<file path="src/rtl/sync_fifo.sv">
// Single-clock first-word-fall-through FIFO with arbitrary (non power-of-two) depth.
// The head entry is always presented on dataout; it reads 0 while the FIFO is empty.
module sync_fifo #(
    parameter int WIDTH = 32,
    parameter int DEPTH = 15
) (
    input  logic                       clk,
    input  logic                       rst,
    input  logic                       push,
    input  logic [WIDTH-1:0]           datain,
    input  logic                       pull,
    output logic [WIDTH-1:0]           dataout,
    output logic                       full,
    output logic                       empty,
    output logic [$clog2(DEPTH+1)-1:0] count
);

    localparam int PW = $clog2(DEPTH);
    localparam int CW = $clog2(DEPTH+1);

    logic [WIDTH-1:0] mem_q [DEPTH];
    logic [PW-1:0]    wr_ptr_q, wr_ptr_d;
    logic [PW-1:0]    rd_ptr_q, rd_ptr_d;
    logic [CW-1:0]    count_q, count_d;
    logic             push_acc, pull_acc;

    // Explicit wrap at DEPTH-1 so non power-of-two depths index correctly.
    function automatic logic [PW-1:0] ptr_inc(input logic [PW-1:0] p);
        return (p == PW'(DEPTH-1)) ? '0 : p + PW'(1);
    endfunction

    assign full     = (count_q == CW'(DEPTH));
    assign empty    = (count_q == '0);
    assign count    = count_q;
    assign dataout  = empty ? '0 : mem_q[rd_ptr_q];

    // When full, a simultaneous pull frees the head slot for the incoming word.
    assign push_acc = push && (!full || pull);
    assign pull_acc = pull && !empty;

    always_comb begin
        wr_ptr_d = wr_ptr_q;
        rd_ptr_d = rd_ptr_q;
        count_d  = count_q;
        if (push_acc) begin
            wr_ptr_d = ptr_inc(wr_ptr_q);
        end
        if (pull_acc) begin
            rd_ptr_d = ptr_inc(rd_ptr_q);
        end
        if (push_acc && !pull_acc) begin
            count_d = count_q + CW'(1);
        end else if (pull_acc && !push_acc) begin
            count_d = count_q - CW'(1);
        end
    end

    always_ff @(posedge clk) begin
        if (!rst) begin
            wr_ptr_q <= '0;
            rd_ptr_q <= '0;
            count_q  <= '0;
        end else begin
            wr_ptr_q <= wr_ptr_d;
            rd_ptr_q <= rd_ptr_d;
            count_q  <= count_d;
        end
    end

    // Storage is never cleared; dataout gating by empty hides stale entries.
    always_ff @(posedge clk) begin
        if (rst && push_acc) begin
            mem_q[wr_ptr_q] <= datain;
        end
    end

endmodule

</file>
<file path="config.mk">
export PLATFORM = sky130hd
export DESIGN_NAME = sync_fifo
export DESIGN_NICKNAME = d
export VERILOG_FILES = /design/src/rtl/sync_fifo.sv
export SDC_FILE = /design/constraint.sdc
export NUM_CORES = 1
export LEC_CHECK = 0
export BUFFER_PORTS_ARGS = -buffer_cell sky130_fd_sc_hd__buf_2
export CORE_MARGIN = 2
export CORE_UTILIZATION = 35
export DETAILED_ROUTE_END_ITERATION = 10
export PLACE_DENSITY = 0.61
export SLEW_MARGIN = 0
export SYNTH_ARGS = -nofsm -noshare
export SYNTH_HDL_FRONTEND = slang
export SYNTH_SLANG_ARGS = --single-unit
</file>
<file path="constraint.sdc">
create_clock -name clk -period 9.4 [get_ports clk]
set_input_delay 1.88 -clock clk [delete_from_list [all_inputs] [get_ports clk]]
set_output_delay 1.88 -clock clk [all_outputs]
set_load 0.01 [all_outputs]
</file>
After elaboration in Yosys (flattened, before gate mapping)
Memories as Yosys holds them, arrays and structs flattened. A register that Yosys moved wholly into a read port is not among the register bits. Index checks and enable logic that the tools add are counted.

Add/subtract/negate cells: 4. Equality and inequality tests: 3. Muxes and demuxes: 9. Reduce and logical (&&, ||, !) cells: 12.

Operators with widths (count): two-way mux 32 bit (1); two-way mux 4 bit (6); adder 4 x 1 -> 4 bit, second input constant (3); equality test 4 bit, second input constant (3); logical AND 1 bit (5); zero test 1 bit (4); zero test 4 bit (1); subtractor 4 x 1 -> 4 bit, second input constant (1); two-way mux 1 bit (2); nonzero test 2 bit (1); logical OR 1 bit (1).

Bits in registers: 12. RAM bits: 480. Bits of input ports: 36. Output and inout bits: 38. Logic and storage cells: 32. Memories: 1.

Memory list: mem_q (words 15, width 32, read ports 1, clocked after Yosys merged registers in 1, write ports 1, RTL line 21) `logic [WIDTH-1:0] mem_q [DEPTH];`.

Longest topological paths before layout
Word-level depth: 8. Depth in mapped cells: 10. Mapped depth without buffers: 10.

Worst setup path before layout
No wires, ideal clock.

Path kind: input port to flip-flop. Start point: in rst. End point: mem mem_q[3][0] (enable). Library setup time: 0.501 ns. Arrival: 5.300 ns. Data required time: 8.899 ns. Slack: 3.599 ns. Stages on the path: 3. Buffers on the path: 1. Cells stage by stage: clkbuf_1 -> nand2_1 -> nor4_1.

Longest elaborated chain between the ends: 3.

Ends and longest elaborated chain: from (decl) (RTL line 8) `input logic rst,`; logical AND 1 bit (RTL line 72) `if (rst && push_acc) begin`; two-way mux 1 bit (RTL line 72); two-way mux 1 bit (implied by the code) (RTL line 73) `mem_q[wr_ptr_q] <= datain;`; to (decl) (RTL line 21).

No other way between the ends.

==> qor.yml <==
sta:
  rsz0062_at_grt: "false"
  skew_ns: 0.0258
  fin_crit_sh_pct: 58.9
  hold_violations: 0
  tightest_slew_ns: 0.953
  setup_slack_ns: 3.87
  slew_viol_final: 0
  timing.fmax_mhz: 181
  hold_ws_ns: 0.539
  setup_tns_ns: 0
  setup_viol: 0
  slew_headroom_pct: 36.5
  finalCriticalPeriod_ns: 5.53
layout:
  fillers: 4725
  nets: 1059
  mostFrequentLayoutCells: "edfxtp_1, mux4_2, nand2_1, buf_2, a22oi_1"
  drive_gt1_share_pct: 26.9
  antennaDiodeCount: 0
  final_common_cell: "edfxtp_1"
  areaGrowthSynthToFinish_pct: 14.9
  stdcell_area_um2: 21700
logic_synthesis:
  async_flop_share_pct: 0
  yosys.area.top_type: "edfxtp_1"
  ys_seq_elements: 496
  syn-mean-instance-area_um2: 20.5
  yosys_warnings: 0
  synth_cells: 920
  synth_top_family_by_area: "multiplexers"
  ys_types: 43
  seq_area_frac_synth_pct: 78.0
  syn_area_um2: 18900
  synthTopCellsByArea: "edfxtp_1, mux4_2, a22oi_1, mux2i_1, dfxtp_1"
  synth-adder-area-share_pct: 0.305
  synth-xor-area-share_pct: 0.0927
  synth-edff-count: 480
  synthFlopType: "edfxtp_1"
  synthMuxAreaShare_pct: 13.2
  synth-simple-area-share_pct: 2.70
  synth_compound_gate_area_share_pct: 4.19
  syn_nets: 960
  synth_top_area_share_pct: 76.3
grt:
  antenna_found_initial: 4
  track_usage_pct: 14.6
  grt_pass1_vias: 9434
  grt_max_degree: 68
  grt_pass1_wl_mm: 60.5
  overflow: 0
clock_network:
  cts_buffer_depth: 3
  cts_hold_buf: 0
  cts_buffers: 50
  ctsResizeCount: 0
  clock-sinks: 496
  htree_levels: 2
  cts_tree: "yes"
  clkLatencyLatePin_ns: 0.56
  post_cts_buffers: 0
  clkTransAtPathRegs_ns: 0.06
  root_buffer: "clkbuf_16"
min_path:
  hold_class: "register to register"
critical_path:
  end_kind: "primary output"
  crit_slowest_cell: "buf_4"
  worstPathArrival_ns: 3.65
  crit_top_cell: "buf_4"
  critical-path-top-delay-family: "buffers and inverters"
  crit_required_ns: 7.52
  cp-start-kind: "register"
  worst-setup-path-type: "register to primary output"
  cp_cell_sequence: "buf_4 > buf_4 > mux4_2 > a22oi_1 > nand2_1 > buf_2"
  critPathMaxFanout: 67
  path_buf_inv: 3
  max_stage_delay_ns: 0.76
die:
  start_util_pct: 35.2
  num_rows: 85
  fp.dieH_um: 236
  die_area_um2: 55800
  io_pins: 74
  coreArea_um2: 53600
  die_x_um: 236
drt:
  first_iter_violations: 963
  vias: 9048
  route.detailed.drc: 0
  drt_wl_total_mm: 40.8
  first_pass_iters: 5
  antenna_left: 0
  wl_per_cell_um: 23.3
  vias_per_cell: 5.17
status:
  status: "completed"
place:
  place_ws_ns: 4.38
  dp_hpwl_mm: 20.2
  dpl_cell_area_um2: 20200
  io_buffers: 73
  globalplace.congestion: 0.673
power:
  ir_worst_vdd_uv: 141
  p_per_area_nw_per_um2: 243
  leakagePower_nw: 6.76
  p_total_mw: 5.27
run:
  drv_cap: 0
-- final timing paths --
kind	startpoint	endpoint	slack [ns]	cells past startpoint
hold / removal	rd_ptr_q[2]	rd_ptr_q[2]	0.54	2
hold reg to reg	rd_ptr_q[2]	rd_ptr_q[2]	0.54	2
setup / recovery	register	dataout[18]	3.87	6
setup reg to reg	count[1]	mem_q[10][23]	6.50	5
-- cells in the mapped netlist (5+ instances only) --
library cell  count
nor2_1           11
a22oi_1          63
edfxtp_1        480
nor3_1            6
buf_2            19
o21ai_0          36
nand2_1          74
dfxtp_1          16
mux4_2           96
nand3_1           5
inv_1             5
clkbuf_1         25
mux2i_1          34
-- stage by stage --
stage | std cells | utilization, %
floorplan | 920 | -
global placement | 1663 | 37.6
detailed placement | 1663 | 37.6
CTS | 1751 | 40.5
global route | 1751 | 40.5
finish | 1751 | 40.5
-- cells by family (layout without fill, tap and decap cells) --
kind of cell | after synthesis | after routing
simple gates | 114 | 114
xor+xnor | 2 | 2
buf+inv | 56 | 191
compound gates | 118 | 118
fa+ha+maj | 4 | 4
mux | 130 | 130
flops | 496 | 496
-- power breakdown --
group	internal (mW)	switching [mW]	leakage (nW)
sequential	2.45	0.0629	4.46
clock	1.10	0.783	0.750
combinational	0.396	0.482	1.55
-- registers in the layout, indices dropped and copies added, names as in the netlist, named ones only --
name / cells
wr_ptr_q: 4
mem_q: 480
rd_ptr_q: 4
count: 4
-- metal layers --
| layer | up-vias | track usage [%] | routed length, um |
|---|---|---|---|
| met4 | 6 | 3.41 | 687 |
| met2 | 257 | 24.7 | 20400 |
| li1 | 3989 | - | - |
| met1 | 4742 | 19.7 | 17300 |
| met5 | - | 0 | 46 |
| met3 | 54 | 2.72 | 2360 |
-- cell type report --
type,count,area (um^2),share of cell area (%)
Sequential cell,496,14700,67.9
Timing Repair Buffer,97,546,2.51
Tap cell,696,871,4.01
Clock buffer,62,1320,6.07
Clock inverter,26,220,1.01
Multi-Input combinational cell,368,3990,18.4
Inverter,6,22.5,0.104
-- worst reg2reg max path, stage by stage (launching register included) --
cell and delay (ns):
dfxtp_1 0.38, nand4_1 0.20, o211ai_1 0.25, or3b_2 0.66
nor2_4 0.55, buf_4 0.48
Power figures use the tool's default switching activity.
